==> src/rtl/usb_protocol_ctrl.sv <==
// usb_protocol_ctrl: bulk-endpoint transaction sequencer.
// Decodes receiver packet events, runs OUT and IN transactions, tracks the
// DATA0/DATA1 toggles, times out silent hosts and steers the endpoint buffer.
module usb_protocol_ctrl #(
    parameter logic [9:0] TIMEOUT   = 10'd512,
    parameter logic [6:0] MAX_BYTES = 7'd64
) (
    input  logic       clk,
    input  logic       n_rst,
    input  logic [2:0] rx_packet,
    input  logic       store_rx_packet_data,
    input  logic [6:0] buffer_occupancy,
    input  logic       tx_done,
    output logic [2:0] tx_packet,
    output logic       rx_transfer_active,
    output logic       tx_transfer_active,
    output logic       buffer_commit,
    output logic       buffer_rewind,
    output logic       flush,
    output logic       proto_error
);

    localparam logic [2:0] RX_OUT   = 3'd1;
    localparam logic [2:0] RX_IN    = 3'd2;
    localparam logic [2:0] RX_DATA0 = 3'd3;
    localparam logic [2:0] RX_DATA1 = 3'd4;
    localparam logic [2:0] RX_ACK   = 3'd5;
    localparam logic [2:0] RX_DONE  = 3'd6;
    localparam logic [2:0] RX_ERROR = 3'd7;

    localparam logic [2:0] TX_NONE  = 3'd0;
    localparam logic [2:0] TX_DATA0 = 3'd1;
    localparam logic [2:0] TX_DATA1 = 3'd2;
    localparam logic [2:0] TX_ACK   = 3'd3;
    localparam logic [2:0] TX_NAK   = 3'd4;

    typedef enum logic [2:0] {
        IDLE,
        OUT_WAIT,
        OUT_RECV,
        OUT_DISCARD,
        SEND_HS,
        TX_BUSY,
        IN_WAIT_ACK
    } state_t;

    state_t     state_q, state_d;
    logic       exp_out_q, exp_out_d;
    logic       exp_in_q, exp_in_d;
    logic       rx_toggle_q, rx_toggle_d;
    logic       sent_data_q, sent_data_d;
    logic [2:0] hs_q, hs_d;
    logic [6:0] byte_cnt_q, byte_cnt_d;
    logic [9:0] timer_q, timer_d;
    logic [2:0] tx_packet_q, tx_packet_d;
    logic       rx_active_q, rx_active_d;
    logic       tx_active_q, tx_active_d;
    logic       commit_q, commit_d;
    logic       rewind_q, rewind_d;
    logic       flush_q, flush_d;
    logic       proto_error_q, proto_error_d;
    logic       timeout;
    logic       is_data;

    assign timeout = (timer_q == (TIMEOUT - 10'd1));
    assign is_data = (rx_packet == RX_DATA0) || (rx_packet == RX_DATA1);

    // Next-state and registered-output logic; a packet event always takes priority over a timeout.
    always_comb begin
        state_d       = state_q;
        exp_out_d     = exp_out_q;
        exp_in_d      = exp_in_q;
        rx_toggle_d   = rx_toggle_q;
        sent_data_d   = sent_data_q;
        hs_d          = hs_q;
        byte_cnt_d    = byte_cnt_q;
        tx_packet_d   = TX_NONE;
        tx_active_d   = tx_active_q;
        commit_d      = 1'b0;
        rewind_d      = 1'b0;
        flush_d       = 1'b0;
        proto_error_d = proto_error_q;

        case (state_q)
            IDLE: begin
                if (rx_packet == RX_OUT) begin
                    state_d = (buffer_occupancy == 7'd0) ? OUT_WAIT : OUT_DISCARD;
                end else if (rx_packet == RX_IN) begin
                    if (buffer_occupancy == 7'd0) begin
                        hs_d        = TX_NAK;
                        sent_data_d = 1'b0;
                        state_d     = SEND_HS;
                    end else begin
                        tx_packet_d = exp_in_q ? TX_DATA1 : TX_DATA0;
                        tx_active_d = 1'b1;
                        sent_data_d = 1'b1;
                        state_d     = TX_BUSY;
                    end
                end
            end

            OUT_WAIT: begin
                if (is_data) begin
                    rx_toggle_d = (rx_packet == RX_DATA1);
                    byte_cnt_d  = 7'd0;
                    state_d     = OUT_RECV;
                end else if (rx_packet != 3'd0) begin
                    proto_error_d = 1'b1;
                    state_d       = IDLE;
                end else if (timeout) begin
                    state_d = IDLE;
                end
            end

            OUT_RECV: begin
                if (rx_packet == RX_DONE) begin
                    sent_data_d = 1'b0;
                    if (rx_toggle_q == exp_out_q) begin
                        tx_packet_d = TX_ACK;
                        exp_out_d   = ~exp_out_q;
                        state_d     = TX_BUSY;
                    end else begin
                        flush_d = 1'b1;
                        hs_d    = TX_ACK;
                        state_d = SEND_HS;
                    end
                end else if ((rx_packet == RX_ERROR) ||
                             (store_rx_packet_data && (byte_cnt_q >= MAX_BYTES)) ||
                             timeout) begin
                    flush_d       = 1'b1;
                    proto_error_d = 1'b1;
                    state_d       = IDLE;
                end else if (store_rx_packet_data && (byte_cnt_q != 7'h7f)) begin
                    byte_cnt_d = byte_cnt_q + 7'd1;
                end
            end

            OUT_DISCARD: begin
                if (rx_packet == RX_DONE) begin
                    tx_packet_d = TX_NAK;
                    sent_data_d = 1'b0;
                    state_d     = TX_BUSY;
                end else if ((rx_packet == RX_ERROR) || timeout) begin
                    state_d = IDLE;
                end
            end

            SEND_HS: begin
                tx_packet_d = hs_q;
                state_d     = TX_BUSY;
            end

            TX_BUSY: begin
                if (tx_done) begin
                    tx_active_d = 1'b0;
                    state_d     = sent_data_q ? IN_WAIT_ACK : IDLE;
                end
            end

            IN_WAIT_ACK: begin
                if (rx_packet == RX_ACK) begin
                    commit_d = 1'b1;
                    exp_in_d = ~exp_in_q;
                    state_d  = IDLE;
                end else if ((rx_packet == RX_ERROR) || timeout) begin
                    rewind_d = 1'b1;
                    state_d  = IDLE;
                end
            end

            default: begin
                state_d = IDLE;
            end
        endcase
    end

    // Timer restarts on every state change and saturates; receive flag follows the next state.
    always_comb begin
        rx_active_d = (state_d == OUT_RECV);
        if (state_d != state_q) begin
            timer_d = 10'd0;
        end else if (timer_q != 10'h3ff) begin
            timer_d = timer_q + 10'd1;
        end else begin
            timer_d = timer_q;
        end
    end

    // State and output registers, all cleared by reset.
    always_ff @(posedge clk or negedge n_rst) begin
        if (!n_rst) begin
            state_q       <= IDLE;
            exp_out_q     <= 1'b0;
            exp_in_q      <= 1'b0;
            rx_toggle_q   <= 1'b0;
            sent_data_q   <= 1'b0;
            hs_q          <= TX_NONE;
            byte_cnt_q    <= 7'd0;
            timer_q       <= 10'd0;
            tx_packet_q   <= TX_NONE;
            rx_active_q   <= 1'b0;
            tx_active_q   <= 1'b0;
            commit_q      <= 1'b0;
            rewind_q      <= 1'b0;
            flush_q       <= 1'b0;
            proto_error_q <= 1'b0;
        end else begin
            state_q       <= state_d;
            exp_out_q     <= exp_out_d;
            exp_in_q      <= exp_in_d;
            rx_toggle_q   <= rx_toggle_d;
            sent_data_q   <= sent_data_d;
            hs_q          <= hs_d;
            byte_cnt_q    <= byte_cnt_d;
            timer_q       <= timer_d;
            tx_packet_q   <= tx_packet_d;
            rx_active_q   <= rx_active_d;
            tx_active_q   <= tx_active_d;
            commit_q      <= commit_d;
            rewind_q      <= rewind_d;
            flush_q       <= flush_d;
            proto_error_q <= proto_error_d;
        end
    end

    assign tx_packet          = tx_packet_q;
    assign rx_transfer_active = rx_active_q;
    assign tx_transfer_active = tx_active_q;
    assign buffer_commit      = commit_q;
    assign buffer_rewind      = rewind_q;
    assign flush              = flush_q;
    assign proto_error        = proto_error_q;

endmodule
==> config.mk <==
export PLATFORM = sky130hd
export DESIGN_NAME = usb_protocol_ctrl
export DESIGN_NICKNAME = d
export VERILOG_FILES = /design/src/rtl/usb_protocol_ctrl.sv
export SDC_FILE = /design/constraint.sdc
export NUM_CORES = 1
export LEC_CHECK = 0
export CAP_MARGIN = 5
export CORE_AREA = 3 3 49 84
export CTS_CLUSTER_DIAMETER = 80
export CTS_CLUSTER_SIZE = 40
export DETAILED_ROUTE_END_ITERATION = 10
export DIE_AREA = 0 0 52 87
export PLACE_DENSITY = 0.82
export SLEW_MARGIN = 20
export SYNTH_ARGS = -nofsm -noshare
export SYNTH_HDL_FRONTEND = slang
export SYNTH_SLANG_ARGS = --single-unit
==> constraint.sdc <==
create_clock -name clk -period 2.65 [get_ports clk]
set_input_delay 0.53 -clock clk [delete_from_list [all_inputs] [get_ports clk]]
set_output_delay 0.53 -clock clk [all_outputs]
set_load 0.01 [all_outputs]
==> results of run 1 <==
[power breakdown]
group          internal [W]  switching [W]
Combinational      0.000304       0.000350
Clock              0.000280       0.000198
Sequential         0.000629       0.000143
Total               0.00121       0.000691
[layout by cell type (no fill, tap or decap), types with 3 or more instances in the layout]
cell type / instances
sky130_fd_sc_hd__mux2i_1: 5
sky130_fd_sc_hd__xnor2_1: 6
sky130_fd_sc_hd__nand3_1: 5
sky130_fd_sc_hd__dfrtp_1: 35
sky130_fd_sc_hd__clkbuf_8: 5
sky130_fd_sc_hd__nor4_1: 3
sky130_fd_sc_hd__nor3_1: 6
sky130_fd_sc_hd__o21ai_0: 5
sky130_fd_sc_hd__nor2_1: 10
sky130_fd_sc_hd__nand4_1: 4
sky130_fd_sc_hd__nand3b_1: 4
sky130_fd_sc_hd__a211oi_1: 9
sky130_fd_sc_hd__a31oi_1: 3
sky130_fd_sc_hd__buf_4: 15
sky130_fd_sc_hd__nand2b_1: 9
sky130_fd_sc_hd__inv_1: 7
sky130_fd_sc_hd__a21oi_1: 9
sky130_fd_sc_hd__nor2b_1: 4
sky130_fd_sc_hd__nand2_1: 27
sky130_fd_sc_hd__clkdlybuf4s50_1: 22
[registers in the layout, indices dropped and copies added (netlist names)]
name / flops
exp_in_q: 1
rx_transfer_active: 1
flush: 1
buffer_rewind: 1
buffer_commit: 1
state_q: 3
hs_q: 2
tx_transfer_active: 1
byte_cnt_q: 7
rx_toggle_q: 1
tx_packet: 3
timer_q: 10
sent_data_q: 1
exp_out_q: 1
proto_error: 1
[final cells by class]
type                            count  area [um2]  share of cell area, %
Sequential cell                    35         876                   34.5
Inverter                            8        30.0                   1.18
Clock buffer                        5        68.8                   2.71
Timing Repair Buffer               37         333                   13.1
Clock inverter                      3        43.8                   1.73
Tap cell                           45        56.3                   2.22
Multi-Input combinational cell    161        1130                   44.5
[path summary, 6_finish.rpt]
path	startpoint	to	slack, ns
max in group asynchronous	n_rst	byte_cnt_q[5]	1.70
min in group asynchronous	n_rst	tx_packet[0]	0.64
max	rx_packet[2]	timer_q[0]	0.28
min reg2reg	proto_error	proto_error	0.48
min	proto_error	proto_error	0.48
max reg2reg	state_q[1]	byte_cnt_q[0]	0.32
[critical path, stage by stage]
cell	delay, ns
sky130_fd_sc_hd__clkdlybuf4s50_1	0.49
sky130_fd_sc_hd__or4_4	0.60
sky130_fd_sc_hd__a211oi_2	0.17
sky130_fd_sc_hd__and4bb_2	0.28
sky130_fd_sc_hd__o211ai_4	0.33
sky130_fd_sc_hd__a211oi_1	0.11
[logic make-up after synthesis]
group,Yosys count,synth area share (%)
and+or+nand+nor,92,26.4
adders and majority gates,2,1.20
muxes,7,3.49
DFF,35,42.1
AOI/OAI and AO/OA,52,19.9
xor gates and xnor gates,8,3.37
buffers and inverters,17,3.61
[routing by layer]
metal  vias to the layer above  GRT usage (%)
met1                       805           23.2
met4                         0           13.4
met3                        14           3.77
met5                         -              0
li1                        853              -
met2                        40           40.4
[per-stage QoR]
stage          instances  total power, W
3_5_place_dp         286         0.00143
3_3_place_gp         286         0.00141
4_1_cts              294         0.00192
6_report             294         0.00190
2_1_floorplan        213         0.00122
5_1_grt              294         0.00202
==> impl_summary.md, run 1 <==
Worst setup path
For the worst setup path, the data required time is 2.80 ns. The count of cells along the worst register-to-register path is 5. Of all nets on the critical path, the largest fanout is 10. The critical path class is in2reg.

The arrival time of the worst setup path is 2.52 ns. The worst setup path is captured at a register. STA classifies the critical path startpoint as an input pin.

Drt
The remaining antenna violation count is 0. The met1 wire length is 1.72 mm. The detailed-route via count is 1,712. Signal routing reaches up to met4. The routed length on met3 is 152 um. The first detailed-routing pass ran for 4 iterations. The detailed router's first-iteration violation count is 40. In the routed design, unresolved DRC markers number 0. The post-detailed-route via-to-cell ratio is 5.82. After detailed routing, the total wire length is 4.48 mm.

The met2 layer wire length in the routed design is 2.44 mm. Dividing the detail-routed wire length by the instance count gives 15.2 um.

GRT
The initial antenna violation count is 0. Global routing used 22.4% of the available tracks. The first global-routing pass estimated 7.60 mm of wire. Entering global routing, the biggest net connects 36 pins.

The number of global-route vias before repair is 1,773. After global routing the overflow that remains totals 0.

Cells and area
The area overhead of the layout relative to synthesis is 22.0%. Counting the fill cells in the layout gives 250. The final design instance area without fill is 2540 um2. The utilization after layout is 73.1%. In the final design database the tool counted 264 nets. 0 antenna diodes ended up in the layout. Cells with a size suffix above 1 make up 16.5% of the layout.

Clocking
The buffers inserted during post-CTS setup optimization is 0. The cts-stage hold buffer count is 0. The number of H-tree branching levels is 2.

The CTS buffer count is 5. The longest clock path from root to sink contains 2 buffers. The clock insertion delay at the later pin of the skew report is 0.29 ns.

The number of gates resized after cts is 0. The clock drives 35 sinks. The clock input transition at the sequential cells of the worst setup and hold paths is 0.07 ns. The cell at the root of the clock tree is sky130_fd_sc_hd__clkbuf_8. TritonCTS built the clock tree.

Synthesis
The cell count after synthesis came out at 213. The count of synthesis-stage warnings from yosys is 0. Ranked by total cell area, the synthesized netlist is headed by sky130_fd_sc_hd__dfrtp_1 42%, sky130_fd_sc_hd__nand2_1 4.9%, sky130_fd_sc_hd__a211oi_1 3.2%. After synthesis, the largest area contributor takes up 42.1% of total cell area. Among all flip-flop cells after synthesis, the most frequent one is sky130_fd_sc_hd__dfrtp_1. Synthesis produced a netlist with a net count of 229.

After synthesis the cells add up to 2080 um2. Counting distinct cell types in the post-synthesis netlist gives 58. The commonest cells after synthesis are 35 x sky130_fd_sc_hd__dfrtp_1, 27 x sky130_fd_sc_hd__nand2_1, 10 x sky130_fd_sc_hd__nor2_1. The number of flip-flops and latches in the synthesized netlist is 35. Of all flip-flops after synthesis, the portion carrying an async set or reset was 100%. Yosys instantiated no cell more often than sky130_fd_sc_hd__dfrtp_1.

The synthesized area per cell is 9.76 um2. Summed over all instances, the cell type with the most area after synthesis is sky130_fd_sc_hd__dfrtp_1. Counting flops with a built-in enable in the synthesized netlist gives 0. The fraction of the yosys area taken by sequential cells is 42.1%.

Placement
The placed instances occupy a cell area of 2420 um2. Input and output buffers added on the ports amount to 22. The pre-CTS setup slack is -0.0428 ns.

The routability-driven placement congestion ratio is 0.882. Detailed placement ended at an HPWL of 3.32 mm.

STA
Setup repair after global routing left no endpoint under its margin. The clock tree skew after final layout is 0.00662 ns. Headroom to the max-slew limit came out at 61.9%.

Setup violations remaining at the end of the flow were counted as 0. The slew of the pin with the lowest slew margin is 0.571 ns. The final number of hold-violating endpoints is 0. The max-slew violation count was 0. For this run, the top clock speed supported by timing is 422 MHz. The slack of the critical path is 0.280 ns. After layout, the worst path uses 89.4% of the clock period. In the final timing run, aggregate negative setup slack is 0 ns. The final hold slack is 0.481 ns. The worst path in the final design needs a cycle of 2.37 ns, including I/O delays and setup.

Floorplan
The die boundary width is 52 um. The die boundary height is 87 um. The number of standard-cell rows in the floorplan is 28. The effective utilization at floorplan is 60.0%. The number of top-level pins is 23. The floorplan step defined a die boundary enclosing 4520 um2.

The core area is 3470 um2.

Hold path
The kind of path behind the tightest hold check is reg2reg. The cell depth of the worst min-delay path is 1.

Power
The largest vdd supply drop is 0.000686 V. In this run the power density over the cells is 751 nW/um2. For this design the static power due to leakage is 1.10 nW.

Run status
The run finished with clean final reports.

Job
The number of max-cap violations is 0.
Note: power is estimated with default switching activity, not from simulation.
==> inputs of run 2 (changes only) <==
--- a/config.mk
+++ b/config.mk
@@ -12,6 +12,7 @@
 export DETAILED_ROUTE_END_ITERATION = 10
 export DIE_AREA = 0 0 52 87
 export PLACE_DENSITY = 0.82
+export RECOVER_POWER = 50
 export SLEW_MARGIN = 20
 export SYNTH_ARGS = -nofsm -noshare
 export SYNTH_HDL_FRONTEND = slang
==> run 2 against run 1 <==
Against the previous run: via count stayed put; global-route usage unchanged; total power down 0.27%; sequential power hardly changed; worst setup slack lost 0.11 ns; combinational power hardly changed; hold slack is essentially flat; core utilization is 0.22 points lower; critical path depth unchanged; largest power group unchanged.
==> impl_summary.md, run 2 (synthesized netlist as in run 1, its figures left out) <==
Drt
The average wire per standard cell is 15.2 um (about the same). The detailed router's first-iteration violation count came to 43 (was 40). The post-detailed-route via-to-cell ratio is 5.82 (unchanged). The total wire length after detailed routing is 4.47 mm (was 4.48 mm). The remaining antenna violation count is 0 (unchanged).

The detailed-router iteration count before antenna repair is 4 (unchanged). The detailed-route via count came to 1,712 (unchanged). The detailed-route DRC error count was 0 (unchanged).

Hold path
The cell depth of the worst min-delay path is 1 (unchanged). The kind of path behind the tightest hold check is reg2reg (unchanged).

Cells and area
The final-stage net count is 264 (unchanged). The final design instance area without fill came to 2530 um2 (was 2540 um2). Biggest registers after layout: timer_q: 10 flops, byte_cnt_q: 7 flops (unchanged).

The leading cell type in the layout, fill and taps excluded is sky130_fd_sc_hd__dfrtp_1 (unchanged). The final cell count without fillers came to 294 (unchanged). The flip-flop count of the largest register after layout came to 10 (unchanged).

The register name with the most flops is timer_q (unchanged). The fraction of final layout cells with drive strength greater than 1 came to 16.1% (was 16.5%). The area overhead of the layout relative to synthesis is 21.6% (was 22.0%). The final antenna diode count was 0 (unchanged).

Highest-count cells in the layout ignoring fill and taps: 35 x sky130_fd_sc_hd__dfrtp_1, 27 x sky130_fd_sc_hd__nand2_1, 20 x sky130_fd_sc_hd__clkdlybuf4s50_1, 14 x sky130_fd_sc_hd__buf_4, 10 x sky130_fd_sc_hd__nor2_1 (was 35 x sky130_fd_sc_hd__dfrtp_1, 27 x sky130_fd_sc_hd__nand2_1, 22 x sky130_fd_sc_hd__clkdlybuf4s50_1, 15 x sky130_fd_sc_hd__buf_4, 10 x sky130_fd_sc_hd__nor2_1).

Power
The static leakage is 1.09 nW (was 1.10 nW). The largest vdd supply drop is 0.000685 V (was 0.000686 V). The total power divided by cell area is 751 nW/um2 (about the same).

GRT
The global routing usage summed across all routing layers was 22.4% (unchanged). The wire length of the first global-routing pass is 7.60 mm (unchanged). The initial antenna violation count was 0 (unchanged).

The number of global-route vias before repair was 1,773 (unchanged). The residual overflow from global routing is 0 (unchanged). The largest net degree at the start of global routing is 36 (unchanged).

STA
The final number of hold-violating endpoints was 0 (unchanged). The normalized max-slew margin is 43.6% (was 61.9%). The share of the cycle needed by the critical path after routing was 93.6% (was 89.4%). The minimum clock period after layout is 2.48 ns (was 2.37 ns).

Setup repair after global routing missed its margin: no (unchanged). The clock tree skew after final layout came to 0.00663 ns (was 0.00662 ns). The fmax is 403 MHz (was 422 MHz). The slack of the critical path is 0.170 ns (was 0.280 ns). The final setup violation count is 0 (unchanged). The slew of the pin with the lowest slew margin is 0.845 ns (was 0.571 ns). The max-slew violation count is 0 (unchanged).

Worst setup path
The type of origin of the critical path is an input pin (unchanged). The count of cells along the worst register-to-register path came to 5 (unchanged). The arrival time of the worst setup path came to 2.63 ns (was 2.52 ns).

The kind of end point of the critical path is a register (unchanged). The maximum fanout along the worst path is 10 (unchanged). The worst path required time came to 2.80 ns (about the same). The critical path class is in2reg (unchanged).

Clocking
The maximum root-to-sink buffer count is 2 (unchanged). The number of H-tree branching levels was 2 (unchanged). The clock insertion delay at the later pin of the skew report is 0.29 ns (about the same). The clock input transition at the sequential cells of the worst setup and hold paths came to 0.07 ns (about the same). The number of gates resized after cts is 0 (unchanged). The TritonCTS clock tree was done (unchanged). The buffers inserted during post-CTS setup optimization was 0 (unchanged). The cell at the root of the clock tree is sky130_fd_sc_hd__clkbuf_8 (unchanged).

The CTS buffer count is 5 (unchanged). The number of clock sinks was 35 (unchanged). The cts-stage hold buffer count came to 0 (unchanged).

Floorplan
The die area was 4520 um2 (unchanged). The number of standard-cell rows in the floorplan is 28 (unchanged). The number of top-level pins is 23 (unchanged). The die boundary height is 87 um (unchanged). The die boundary width was 52 um (unchanged). The effective utilization at floorplan is 60.0% (unchanged). The core area is 3470 um2 (unchanged).

Placement
The count of input and output buffers is 22 (unchanged). The post-placement cell area came to 2420 um2 (unchanged). The final HPWL from detailed placement was 3.32 mm (unchanged). The routability-driven placement congestion ratio is 0.882 (unchanged). The instance count after placement with tap cells included is 286 (unchanged). The pre-CTS setup slack was -0.0428 ns (unchanged).

Job
The number of max-cap violations is 0 (unchanged).

Run status
Outcome: completed (unchanged).
==> run 2: per-stage QoR <==
stage	total power [W]	setup TNS (ns)	hold slack (ns)	utilization, %
final	0.00190	0	0.481	72.9
after global routing	0.00201	0	0.494	72.9
after CTS	0.00192	0	0.489	73.1
after detailed placement	0.00143	-0.216	0.473	69.9
after global placement	0.00141	0	0.465	69.9
after floorplan	0.00122	0	0.234	-
==> run 2: per-layer routing <==
layer	part of all wire (%)	global-route usage, %
met1	38	23.2
met2	55	40.4
met3	4.0	3.77
met4	3.6	13.4
met5	0	0
==> run 2: path summary, 6_finish.rpt <==
kind	start	endpoint	slack (ns)
min in group asynchronous	n_rst	exp_in_q	0.86
max in group asynchronous	n_rst	byte_cnt_q[5]	1.25
worst min-delay path	proto_error	proto_error	0.48
worst max-delay path	rx_packet[2]	timer_q[0]	0.17
worst max register to register	state_q[1]	byte_cnt_q[0]	0.33
worst min register to register	proto_error	proto_error	0.48
==> run 2: area by class of cell <==
cell class,count,area (um2)
Clock inverter,3,43.8
Multi-Input combinational cell,161,1120
Inverter,8,30.0
Tap cell,45,56.3
Sequential cell,35,876
Timing Repair Buffer,37,330
Clock buffer,5,68.8
Fill cell,251,940
==> run 2: worst max-delay path: stages <==
cell	delay [ns]
sky130_fd_sc_hd__dlygate4sd3_1	0.61
sky130_fd_sc_hd__or4_4	0.59
sky130_fd_sc_hd__a211oi_2	0.17
sky130_fd_sc_hd__and4bb_2	0.28
sky130_fd_sc_hd__o211ai_4	0.33
sky130_fd_sc_hd__a211oi_1	0.11
==> run 2: power breakdown <==
group          leakage (nW)  switching (W)  internal, W
logic                 0.576       0.000351     0.000301
registers             0.460       0.000140     0.000629
clock network        0.0581       0.000198     0.000280
total                  1.09       0.000689      0.00121
